===== src/rtl/multi_event_counter_pkg.sv =====
// Shared opcodes, edge-mode encodings, status layout and channel control bundle
// for the multi-channel event counter.
package multi_event_counter_pkg;

  // Custom-instruction opcodes carried in ciValueA[3:0]
  localparam logic [3:0] OP_READ_COUNT   = 4'd0;
  localparam logic [3:0] OP_CLEAR_COUNT  = 4'd1;
  localparam logic [3:0] OP_CLEAR_ALL    = 4'd2;
  localparam logic [3:0] OP_SNAPSHOT     = 4'd3;
  localparam logic [3:0] OP_READ_SHADOW  = 4'd4;
  localparam logic [3:0] OP_WRITE_CFG    = 4'd5;
  localparam logic [3:0] OP_WRITE_THRESH = 4'd6;
  localparam logic [3:0] OP_READ_STATUS  = 4'd7;
  localparam logic [3:0] OP_CLEAR_FLAGS  = 4'd8;

  // Bit offsets of the flag groups inside the status word
  localparam int STATUS_OVF_LSB = 0;
  localparam int STATUS_THR_LSB = 16;

  // Which input transitions a channel counts
  typedef enum logic [1:0] {
    EDGE_OFF  = 2'b00,
    EDGE_RISE = 2'b01,
    EDGE_FALL = 2'b10,
    EDGE_BOTH = 2'b11
  } edge_mode_t;

  // Per-channel control strobes decoded from the CI bus, valid for one cycle
  typedef struct packed {
    logic clear;
    logic snapshot;
    logic cfg_we;
    logic thresh_we;
    logic ovf_clr;
    logic thr_clr;
  } chan_ctrl_t;

  // True when the cur/prev sample pair is a transition the mode asks for
  function automatic logic edge_hit(input edge_mode_t mode, input logic cur, input logic prev);
    return (mode[0] & cur & ~prev) | (mode[1] & ~cur & prev);
  endfunction

endpackage


===== src/rtl/multi_event_counter_channel.sv =====
// One event-counter channel: optional synchroniser, primed edge detector,
// wrap/saturate counter, sticky overflow and threshold flags, snapshot shadow.
module event_counter_channel
  import multi_event_counter_pkg::*;
#(
  parameter int COUNTER_WIDTH = 32,
  parameter int SYNC_STAGES   = 2
) (
  input  logic                     clk,
  input  logic                     rst_n,
  input  logic                     event_in,
  input  chan_ctrl_t               ctrl,
  input  logic [31:0]              wdata,
  output logic [COUNTER_WIDTH-1:0] count,
  output logic [COUNTER_WIDTH-1:0] shadow,
  output logic                     ovf_flag,
  output logic                     thr_flag
);

  localparam logic [COUNTER_WIDTH-1:0] COUNT_MAX = '1;
  // The detector stays disarmed until a level present at reset release has
  // walked through the synchroniser and the sample/prev pair, so it is never
  // mistaken for an edge.
  localparam int PRIME_CYCLES = SYNC_STAGES + 2;

  logic synced;

  generate
    if (SYNC_STAGES == 0) begin : g_no_sync
      assign synced = event_in;
    end else begin : g_sync
      logic [SYNC_STAGES-1:0] sync_reg;
      // Shift the raw event line through the synchroniser flops
      always_ff @(posedge clk) begin
        if (!rst_n) begin
          sync_reg <= '0;
        end else begin
          sync_reg[0] <= event_in;
          for (int i = 1; i < SYNC_STAGES; i++) begin
            sync_reg[i] <= sync_reg[i-1];
          end
        end
      end
      assign synced = sync_reg[SYNC_STAGES-1];
    end
  endgenerate

  logic                     sample_reg;
  logic                     prev_reg;
  logic [2:0]               prime_reg;
  logic                     armed;
  logic                     hit;
  edge_mode_t               mode_reg;
  logic                     sat_reg;
  logic [COUNTER_WIDTH-1:0] thresh_reg;
  logic [COUNTER_WIDTH-1:0] count_reg;
  logic [COUNTER_WIDTH-1:0] count_next;
  logic [COUNTER_WIDTH-1:0] shadow_reg;
  logic                     ovf_reg;
  logic                     ovf_next;
  logic                     thr_reg;
  logic                     thr_next;
  logic                     ovf_set;
  logic                     thr_set;
  logic                     unused_wdata;

  assign unused_wdata = &{1'b0, wdata};
  assign armed        = (prime_reg == 3'(PRIME_CYCLES));
  assign hit          = armed & edge_hit(mode_reg, sample_reg, prev_reg);

  // Sample/previous pair for edge detection plus the post-reset priming count
  always_ff @(posedge clk) begin
    if (!rst_n) begin
      sample_reg <= 1'b0;
      prev_reg   <= 1'b0;
      prime_reg  <= '0;
    end else begin
      sample_reg <= synced;
      prev_reg   <= sample_reg;
      if (!armed) begin
        prime_reg <= prime_reg + 3'd1;
      end
    end
  end

  // Next count and flag-set conditions; a clear in the same cycle swallows the event
  always_comb begin
    count_next = count_reg;
    ovf_set    = 1'b0;
    thr_set    = 1'b0;
    if (ctrl.clear) begin
      count_next = '0;
    end else if (hit) begin
      if (count_reg == COUNT_MAX) begin
        ovf_set    = 1'b1;
        count_next = sat_reg ? COUNT_MAX : '0;
      end else begin
        count_next = count_reg + 1'b1;
      end
      thr_set = (thresh_reg != '0) && (count_next == thresh_reg);
    end
  end

  // Sticky flags: software clear loses to a set arriving in the same cycle
  always_comb begin
    ovf_next = (ovf_reg & ~ctrl.ovf_clr) | ovf_set;
    thr_next = (thr_reg & ~ctrl.thr_clr) | thr_set;
  end

  // Counter, shadow, flags and configuration registers
  always_ff @(posedge clk) begin
    if (!rst_n) begin
      count_reg  <= '0;
      shadow_reg <= '0;
      ovf_reg    <= 1'b0;
      thr_reg    <= 1'b0;
      mode_reg   <= EDGE_RISE;
      sat_reg    <= 1'b0;
      thresh_reg <= '0;
    end else begin
      count_reg <= count_next;
      ovf_reg   <= ovf_next;
      thr_reg   <= thr_next;
      if (ctrl.snapshot) begin
        shadow_reg <= count_reg;
      end
      if (ctrl.cfg_we) begin
        mode_reg <= edge_mode_t'(wdata[1:0]);
        sat_reg  <= wdata[2];
      end
      if (ctrl.thresh_we) begin
        thresh_reg <= wdata[COUNTER_WIDTH-1:0];
      end
    end
  end

  assign count    = count_reg;
  assign shadow   = shadow_reg;
  assign ovf_flag = ovf_reg;
  assign thr_flag = thr_reg;

endmodule


===== src/rtl/multi_event_counter.sv =====
// Multi-channel event counter on the custom-instruction bus: CI decode,
// per-channel control strobes, read-back mux and the registered interrupt.
module multi_event_counter
  import multi_event_counter_pkg::*;
#(
  parameter logic [7:0] CUSTOM_INSTRUCTION_ID = 8'd0,
  parameter int         NUM_CHANNELS          = 4,
  parameter int         COUNTER_WIDTH         = 32,
  parameter int         SYNC_STAGES           = 2
) (
  input  logic                    systemClock,
  input  logic                    reset,
  input  logic [NUM_CHANNELS-1:0] eventIn,
  output logic                    irq,
  input  logic                    ciStart,
  input  logic                    ciCke,
  input  logic [7:0]              ciN,
  input  logic [31:0]             ciValueA,
  input  logic [31:0]             ciValueB,
  output logic [31:0]             ciResult,
  output logic                    ciDone
);

  logic                     is_my_ci;
  logic                     ci_active;
  logic [3:0]               opcode;
  logic [3:0]               ch_idx;
  logic                     unused_a;
  logic [COUNTER_WIDTH-1:0] counts [NUM_CHANNELS];
  logic [COUNTER_WIDTH-1:0] shadows [NUM_CHANNELS];
  logic [NUM_CHANNELS-1:0]  ovf_flags;
  logic [NUM_CHANNELS-1:0]  thr_flags;
  logic [COUNTER_WIDTH-1:0] sel_count;
  logic [COUNTER_WIDTH-1:0] sel_shadow;
  logic [31:0]              status;
  logic [31:0]              result;
  logic                     irq_reg;

  // A CI arriving while reset is held is discarded and reports nothing
  assign is_my_ci  = ciStart & ciCke & (ciN == CUSTOM_INSTRUCTION_ID);
  assign ci_active = is_my_ci & reset;
  assign opcode    = ciValueA[3:0];
  assign ch_idx    = ciValueA[7:4];
  assign unused_a  = &{1'b0, ciValueA[31:8]};

  genvar gi;
  generate
    for (gi = 0; gi < NUM_CHANNELS; gi++) begin : g_chan
      logic       ch_hit;
      chan_ctrl_t ctrl;

      // Channel indices outside the populated range never match, so writes to them vanish
      assign ch_hit = ci_active && (ch_idx == 4'(gi));

      // Turn the decoded CI into this channel's one-cycle control strobes
      always_comb begin
        ctrl           = '0;
        ctrl.clear     = (ch_hit && (opcode == OP_CLEAR_COUNT)) ||
                         (ci_active && (opcode == OP_CLEAR_ALL));
        ctrl.snapshot  = ci_active && (opcode == OP_SNAPSHOT);
        ctrl.cfg_we    = ch_hit && (opcode == OP_WRITE_CFG);
        ctrl.thresh_we = ch_hit && (opcode == OP_WRITE_THRESH);
        ctrl.ovf_clr   = ci_active && (opcode == OP_CLEAR_FLAGS) && ciValueB[STATUS_OVF_LSB + gi];
        ctrl.thr_clr   = ci_active && (opcode == OP_CLEAR_FLAGS) && ciValueB[STATUS_THR_LSB + gi];
      end

      event_counter_channel #(
        .COUNTER_WIDTH (COUNTER_WIDTH),
        .SYNC_STAGES   (SYNC_STAGES)
      ) u_channel (
        .clk      (systemClock),
        .rst_n    (reset),
        .event_in (eventIn[gi]),
        .ctrl     (ctrl),
        .wdata    (ciValueB),
        .count    (counts[gi]),
        .shadow   (shadows[gi]),
        .ovf_flag (ovf_flags[gi]),
        .thr_flag (thr_flags[gi])
      );
    end
  endgenerate

  // Pick the addressed channel's live and shadow counts; unpopulated indices read 0
  always_comb begin
    sel_count  = '0;
    sel_shadow = '0;
    for (int i = 0; i < NUM_CHANNELS; i++) begin
      if (ch_idx == 4'(i)) begin
        sel_count  = counts[i];
        sel_shadow = shadows[i];
      end
    end
  end

  // Pack overflow and threshold flags into the status word
  always_comb begin
    status = '0;
    for (int i = 0; i < NUM_CHANNELS; i++) begin
      status[STATUS_OVF_LSB + i] = ovf_flags[i];
      status[STATUS_THR_LSB + i] = thr_flags[i];
    end
  end

  // Result mux: only read opcodes return data, everything else returns 0
  always_comb begin
    result = '0;
    if (ci_active) begin
      case (opcode)
        OP_READ_COUNT:  result[COUNTER_WIDTH-1:0] = sel_count;
        OP_READ_SHADOW: result[COUNTER_WIDTH-1:0] = sel_shadow;
        OP_READ_STATUS: result = status;
        default:        result = '0;
      endcase
    end
  end

  // Interrupt is the registered OR of all threshold flags
  always_ff @(posedge systemClock) begin
    if (!reset) begin
      irq_reg <= 1'b0;
    end else begin
      irq_reg <= |thr_flags;
    end
  end

  assign irq      = irq_reg;
  assign ciResult = result;
  assign ciDone   = ci_active;

endmodule


===== config.mk =====
export PLATFORM = sky130hd
export DESIGN_NAME = multi_event_counter
export DESIGN_NICKNAME = d
export VERILOG_FILES = /design/src/rtl/multi_event_counter_pkg.sv /design/src/rtl/multi_event_counter_channel.sv /design/src/rtl/multi_event_counter.sv
export SDC_FILE = /design/constraint.sdc
export NUM_CORES = 1
export LEC_CHECK = 0
export BUFFER_PORTS_ARGS = -buffer_cell sky130_fd_sc_hd__buf_4
export CORE_ASPECT_RATIO = 0.5
export CORE_MARGIN = 2
export CORE_UTILIZATION = 30
export CTS_CLUSTER_DIAMETER = 80
export DETAILED_ROUTE_END_ITERATION = 10
export SETUP_SLACK_MARGIN = 0.2
export SLEW_MARGIN = 20
export SYNTH_ARGS = -nofsm -noshare
export SYNTH_HDL_FRONTEND = slang
export SYNTH_HIERARCHICAL = 1
export SYNTH_SLANG_ARGS = --single-unit

===== constraint.sdc =====
create_clock -name systemClock -period 3.2 [get_ports systemClock]
set_clock_uncertainty 0.05 [all_clocks]
set_input_delay 0.64 -clock systemClock [delete_from_list [all_inputs] [get_ports systemClock]]
set_output_delay 0.64 -clock systemClock [all_outputs]
set_load 0.02 [all_outputs]

* Word level (Yosys, flattened, before mapping) *
Cells that the tools add are included.

word-level totals
  register bits = 433
  bits of input ports = 80
  output and inout port bits = 34
  word-level logic and storage cells = 229

cells by class
  add/subtract/negate cells = 8
  equality and inequality tests = 23
  multiplexer cells = 46
  bitwise operators = 60
  reductions and logical operators = 47

operators by type and width
  kind                   count
  $mux 32                25
  $add 32x1->32 const B  4
  $eq 32x32->1           4
  $eq 32x32->1 const B   4
  $reduce_bool 32->1     4
  $pmux 32 s3            1
  $and 1x1->1            31
  $logic_and 1x1->1      31
  $mux 1                 20
  $not 1->1              17
  $eq 4x2->1 const B     4
  $eq 4x3->1 const B     4
  $add 3x1->3 const B    4
  $eq 3x3->1 const B     4
  $or 1x1->1             12
  $eq 4x1->1 const B     2
  $logic_not 4->1        2
  $logic_not 8->1        1
  $reduce_or 2->1        4
  $eq 4x4->1 const B     1
  $logic_or 1x1->1       4
  $reduce_or 4->1        1

* Logic depth before layout (Yosys ltp) *
Gate-level depths: netlist of the first run.

  word-level depth = 12
  gate-level depth with buffers = 14
  gate-level depth less buffers = 11

* By module *
Netlist of the first run, hierarchy kept.

modules (own cells, without submodules)
  module                 times used  cells an instance  area an instance (µm²)  sequential area each (µm²)
  event_counter_channel  4           666                5771.8                  2162.1
  multi_event_counter    1           352                2668.8                  20.0

* Least setup slack after synthesis of the first run *
Ideal clock, no wire load.

  path kind = input to register
  from = input port ciValueA[2]
  to = register g_chan[0].u_channel.thr_reg
  setup time = 69 ps
  data arrival time = 3192 ps
  data required time = 3081 ps
  path slack = -111 ps
  stages = 13
  buffers on the path = 4
  path through = buf_2 buf_2 buf_2 or3_1 a21oi_1 nand2b_1 buf_1 nor3_1 o211ai_1 a2111oi_2 nand4_1 or4_1 o21ai_1

RTL lines
  element               RTL line                            text
  start, declared       multi_event_counter.sv:18           input logic [31:0] ciValueA,
  end signal, assigned  multi_event_counter_channel.sv:123  thr_reg <= thr_next;
  end, declared         multi_event_counter_channel.sv:61   logic thr_reg;

* Worst setup path after layout of the first run *
  from = input port ciValueA[7]
  to = output port ciResult[13]

on the way
  word-level cells in the longest chain between the ends = 7
  elaborated cells on any way between the ends = 14
  classes of those cells = 3 x eq/ne; 10 x mux; 1 x reduce/logical

ends and longest elaborated chain
  element               RTL line                    text
  $logic_not 4->1       multi_event_counter.sv:89   if (ch_idx == 4'(i)) begin
  $mux 32 (4 in a row)  multi_event_counter.sv:89
  $pmux 32 s3 (*)       multi_event_counter.sv:109  case (opcode)
  $mux 32 (*)           multi_event_counter.sv:108  if (ci_active) begin
  end, declared         multi_event_counter.sv:20   output logic [31:0] ciResult,

Mark *: on every way between the ends. The rest lies on a longest branch, timed or not.

==> results.json, run 1 <==
{
  "firstDrtPassIters": 6,
  "cp_max_fo": 8,
  "htreeDepth": 2,
  "rr_worst_depth": 11,
  "nets": 3501,
  "clk_pin_slew_worst_paths_ns": 0.06,
  "hold_path_end": "g_chan[3].u_channel/g_sync.sync_reg[0]$_SDFF_PN0_",
  "cts_root_buf": "clkbuf_16",
  "ys.flop_type": "dfxtp_1",
  "drv_slew": 0,
  "holdPathStages": 2,
  "grt_pass1_vias": 23680,
  "dp.cells": 4390,
  "required_ns": 2.51,
  "slew_headroom_pct": 26.5,
  "fin_tns_setup_ns": 0,
  "path_class": "input pin to output port",
  "drtAntennaViolNets": 0,
  "critPathSlowestCell": "or4b_4",
  "drc": 0,
  "rrSetupSlack_ns": 0.14,
  "use_met3_pct": 3.20,
  "area_growth_pct": 32.7,
  "grt_pass1_wl_mm": 155,
  "vias": 25517,
  "worstPathArrival_ns": 2.48,
  "finalHoldViolations": 0,
  "cts_tree": "built",
  "ys_types": 80,
  "fin_area_um2": 34200,
  "antenna_found_initial": 1,
  "rsz0062_at_grt": "true",
  "total_power_mw": 12.1,
  "syn_area_um2": 25800,
  "layout-drive-gt1-share_pct": 27.6,
  "multiInputGateArea_um2": 17200,
  "synth.net_count": 3108,
  "outcome": "finished, final reports clean",
  "r2r-end": "g_chan[2].u_channel/thr_flag$_SDFF_PN0_",
  "fp.dieW_um": 418,
  "hpwlAfterDp_mm": 76.6,
  "synth-seq-cells": 433,
  "yosys_warnings": 6,
  "busiest_layer": "met2",
  "gp_congestion": 0.996,
  "via_per_inst": 5.59,
  "synth-edff-count": 0,
  "start_util_pct": 30.5,
  "core_area_um2": 84500,
  "finalWirelength_mm": 107,
  "async_flop_share_pct": 0,
  "min_period_over_period_pct": 99.0,
  "die-area_um2": 88400,
  "r2r_start": "g_chan[2].u_channel/count[11]$_SDFFE_PP0P_",
  "use_met2_pct": 36.2,
  "cts_buffers": 46,
  "cp-end-kind": "output port",
  "avgSynthCellArea_um2": 8.54,
  "postCtsHoldBufs": 0,
  "mostFrequentLayoutCells": "513 x buf_4, 409 x dfxtp_1, 343 x mux2i_1",
  "fill_cells": 8370,
  "min_from": "eventIn[3]",
  "yosysSeqAreaShare_pct": 33.7,
  "ir_drop_uv": 345,
  "min_path_type": "input pin to flop",
  "register_area_um2": 8710,
  "clockBufferDepth": 3,
  "utilization_pct": 40.5,
  "portBuffers": 89,
  "gr-usage-met1_pct": 31.7,
  "wl_per_cell_um": 23.4,
  "critPathLaunchType": "input pin",
  "maxCapViolations": 0,
  "fin_crit_ns": 3.17,
  "drtIter0Drc": 2587,
  "synthCells": 3016,
  "critPathMaxStageDelay_ns": 0.59,
  "grt_overflow_total": 0,
  "layout_commonest_cell": "buf_4",
  "fmax_mhz": 316,
  "p_leak_nw": 11.6,
  "die_h_um": 211,
  "setup_viol": 0,
  "power_density_nw_per_um2": 354,
  "max_slew.worst_pin.slew_ns": 1.10,
  "rows": 75,
  "fin_cells": 4565,
  "grt_util_all_layers_pct": 23.2,
  "cts_num_sinks": 433,
  "crit_chain": "buf_12, or4b_4, buf_12, o22ai_4, a21oi_2, buf_6, nor4_4, buf_4, buf_6",
  "io_pins": 114,
  "grt_max_degree": 122,
  "clk-insertion-delay-late_ns": 0.60,
  "place_area_um2": 30100
}
## timing repair
action / 4_1_cts / 5_1_grt
resized for setup: 170 / 154
setup endpoints to repair: 36 / 34
cloned: 5 / 3
endpoints found under the hold margin: 0 / 0
buffers inserted: 42 / 37
pin swaps: 66 / 83
## layout make-up
class	instances	area share, %
Antenna cell	2	0.0146
Clock buffer	67	4.08
Clock inverter	19	0.754
Inverter	33	0.362
Multi-Input combinational cell	2305	50.4
Sequential cell	433	25.5
Tap cell	1116	4.09
Timing Repair Buffer	590	14.8
## power by group
part / leakage [nW] / switching (mW) / internal (mW)
Sequential: 3.50 / 0.0184 / 5.41
Clock: 0.814 / 2.41 / 3.51
Combinational: 7.25 / 0.443 / 0.293
Total: 11.6 / 2.87 / 9.22
## per-stage QoR
| stage | setup slack (ns) | hold WS (ns) |
|---|---|---|
| after global placement | -0.253 | 0.366 |
| after global routing | -0.0132 | 0.192 |
| after CTS | -0.0231 | 0.172 |
| after detailed placement | -0.275 | 0.373 |
| after floorplan | 0.209 | 0.362 |
| final | 0.0327 | 0.199 |
## Yosys cell counts, drive strengths merged, types with 12 or more instances
master  number  share of area [%]
xor2        44                1.5
inv         33               0.48
nor2b      269                6.5
o211ai      15               0.44
o21ai      132                2.6
nor2       145                2.1
nand3b      16               0.47
a21boi      12               0.35
buf        111                2.3
nand4       64                1.7
and2        41                1.0
a31oi       60                1.5
a211oi      29               0.94
a21oi      178                3.5
nand2      184                2.7
a22oi       16               0.47
nand3      111                2.3
clkbuf     134                2.0
a221oi      48                1.7
dfxtp      433                 34
nand2b      25               0.61
or3         14               0.34
and3        32               0.78
xnor2      108                3.7
o22ai       35               0.87
mux2i      347                 13
and4        16               0.54
nor3       101                2.1
nor4        99                3.5
ha          12               0.58
or4         13               0.44
## kinds of logic (layout without fill, tap and decap cells)
group	after synthesis	after routing	share of synthesized area (%)
buffers and inverters	278	709	4.79
AOI/OAI and AO/OA	645	645	16.5
muxes	351	351	13.7
DFF	433	433	33.7
xor gates and xnor gates	152	152	5.17
adders and majority gates	12	12	0.583
other	0	2	0
and+or+nand+nor	1145	1145	25.7
## layer usage
metal / vias to the layer above / part of all wire [%]
met4: 0 / 5.2
met2: 1018 / 44
met1: 12462 / 44
met5: - / 0
li1: 11813 / -
met3: 224 / 7.0
## how the worst max path moves through the flow
stage	startpoint	to	slack (ns)	depth (start not counted)
floorplan	ciValueA[0]	g_chan[1].u_channel/thr_flag$_SDFF_PN0_	0.21	13
global placement	ciValueA[7]	ciResult[15]	-0.25	8
detailed placement	ciValueA[7]	ciResult[25]	-0.27	8
CTS	ciValueA[5]	ciResult[25]	-0.02	8
global route	ciValueA[7]	ciResult[13]	-0.01	9
finish	ciValueA[7]	ciResult[13]	0.03	9
## worst max-delay path, delay by kind of cell
| family | cells | cell delay, ns |
|---|---|---|
| compound gates | 2 | 0.26 |
| buf+inv | 5 | 0.71 |
| simple gates | 2 | 0.86 |
Power figures use the tool's default switching activity.
==> inputs of run 2 (changes only) <==
==> constraint.sdc (replaced) <==
create_clock -name systemClock -period 3.1 [get_ports systemClock]
set_clock_uncertainty 0.05 [all_clocks]
set_input_delay 0.62 -clock systemClock [delete_from_list [all_inputs] [get_ports systemClock]]
set_output_delay 0.62 -clock systemClock [all_outputs]
set_load 0.02 [all_outputs]
==> results.json, run 2 (synthesis results as in run 1) <==
{
  "fin_ws_ns": -0.0983,
  "critPathMaxStageDelay_ns": 0.61,
  "multiInputGateArea_um2": 17400,
  "layout_commonest_cell": "buf_4",
  "grt_pass1_vias": 24295,
  "fin_crit_ns": 3.20,
  "portBuffers": 89,
  "finalHoldViolations": 0,
  "layout-drive-gt1-share_pct": 29.8,
  "clockBufferDepth": 3,
  "firstDrtPassIters": 6,
  "slew_headroom_pct": 34.8,
  "max_slew.worst_pin.slew_ns": 0.978,
  "grt_util_all_layers_pct": 23.6,
  "rrSetupSlack_ns": 0.10,
  "p_leak_nw": 12.0,
  "grt_pass1_wl_mm": 158,
  "fin_cells": 4603,
  "worstPathArrival_ns": 2.53,
  "outcome": "finished, violations left",
  "postCtsHoldBufs": 0,
  "cts_root_buf": "clkbuf_16",
  "start_util_pct": 30.5,
  "antenna_found_initial": 0,
  "register_area_um2": 8720,
  "core_area_um2": 84500,
  "finalWirelength_mm": 108,
  "fmax_mhz": 313,
  "crit_buf_inv": 5,
  "rsz0062_at_grt": "true",
  "wl_per_cell_um": 23.6,
  "via_per_inst": 5.59,
  "htreeDepth": 2,
  "cp_max_fo": 8,
  "gp_congestion": 0.963,
  "power_density_nw_per_um2": 364,
  "mostFrequentLayoutCells": "548 x buf_4, 401 x dfxtp_1, 344 x mux2i_1",
  "critPathLaunchType": "input pin",
  "crit_chain": "buf_6, or4b_4, buf_12, o22ai_4, a21oi_2, buf_6, nor4_4, buf_4, buf_6",
  "grt_overflow_total": 0,
  "maxCapViolations": 0,
  "fp.dieW_um": 418,
  "drtIter0Drc": 2426,
  "clk_pin_slew_worst_paths_ns": 0.06,
  "cts_buffers": 46,
  "cp-end-kind": "output port",
  "path_class": "input pin to output port",
  "min_path_type": "input pin to flop",
  "ir_drop_uv": 334,
  "setup_viol": 7,
  "die-area_um2": 88400,
  "critPathMostFrequentCell": "buf_6",
  "vias": 25714,
  "rows": 75,
  "fin_tns_setup_ns": -0.233,
  "drc": 0,
  "die_h_um": 211,
  "drtAntennaViolNets": 0,
  "grt_max_degree": 110,
  "clk-insertion-delay-late_ns": 0.61,
  "min_period_over_period_pct": 103,
  "fill_cells": 8306,
  "cts_tree": "built",
  "io_pins": 114,
  "critPathSlowestCell": "or4b_4",
  "drv_slew": 0,
  "dp.cells": 4436,
  "violations": "setup timing",
  "required_ns": 2.43,
  "pre_cts_ws_ns": -0.167,
  "area_growth_pct": 35.0,
  "hpwlAfterDp_mm": 79.0,
  "nets": 3542,
  "path_delay_family": "simple AND/OR/NAND/NOR gates",
  "cts_num_sinks": 433
}
run 2: cell types whose count changed in the layout (fill, tap and decap cells not counted), moves of 8 or more:
| cell | previous run | this run |
|---|---|---|
| o22ai_4 | 17 | 9 |
| nor3_2 | 12 | 25 |
| dfxtp_1 | 409 | 401 |
| dfxtp_2 | 20 | 29 |
| nor3_1 | 83 | 70 |
| buf_6 | 39 | 47 |
| buf_4 | 513 | 548 |
run 2: through the flow:
stage               area, µm²  power, mW  util [%]  hold slack (ns)
floorplan               25900       6.04         -            0.362
finish                  34800       12.6      41.2            0.165
CTS                     33700       12.7      39.9            0.150
global placement        30600       6.37      36.2            0.364
global route            34800       12.9      41.2            0.170
detailed placement      30600       6.37      36.2            0.371
run 2: final timing paths:
kind	from	endpoint	cells past startpoint
worst min-delay path	eventIn[0]	g_chan[0].u_channel/g_sync.sync_reg[0]$_SDFF_PN0_	2
worst min register to register	g_chan[2].u_channel/g_sync.sync_reg[1]$_SDFF_PN0_	g_chan[2].u_channel/sample_reg$_SDFF_PN0_	1
worst max register to register	g_chan[1].u_channel/count[14]$_SDFFE_PP0P_	g_chan[1].u_channel/thr_flag$_SDFF_PN0_	13
worst max-delay path	ciValueA[5]	ciResult[7]	9
run 2: repair_timing:
item | 4_1_cts | 5_1_grt
setup endpoints to repair | 36 | 37
cloned | 3 | 3
buffers inserted | 48 | 28
resized for setup | 197 | 159
pin swaps | 81 | 76
run 2: metal layers:
metal  vias to the layer above  GRT usage, %  share of wire, %
met2                      1079          35.3                43
met1                     12508          33.2                45
met4                         0          12.0               5.1
met5                         -             0                 0
met3                       223          3.20               7.2
li1                      11904             -                 -
run 2: area by class of cell:
type                    instances  area share, %
clock buffers                  60           3.91
flip-flops and latches        433           25.1
inverters                      33          0.356
multi-input cells            2305           50.1
well taps                    1116           4.02
clock inverters                24          0.990
repair buffers                631           15.5
diodes                          1        0.00720
run 2: power breakdown:
| part | switching, mW | internal, mW |
|---|---|---|
| Sequential | 0.0197 | 5.59 |
| Combinational | 0.440 | 0.290 |
| Clock | 2.54 | 3.75 |
| Total | 3.00 | 9.63 |
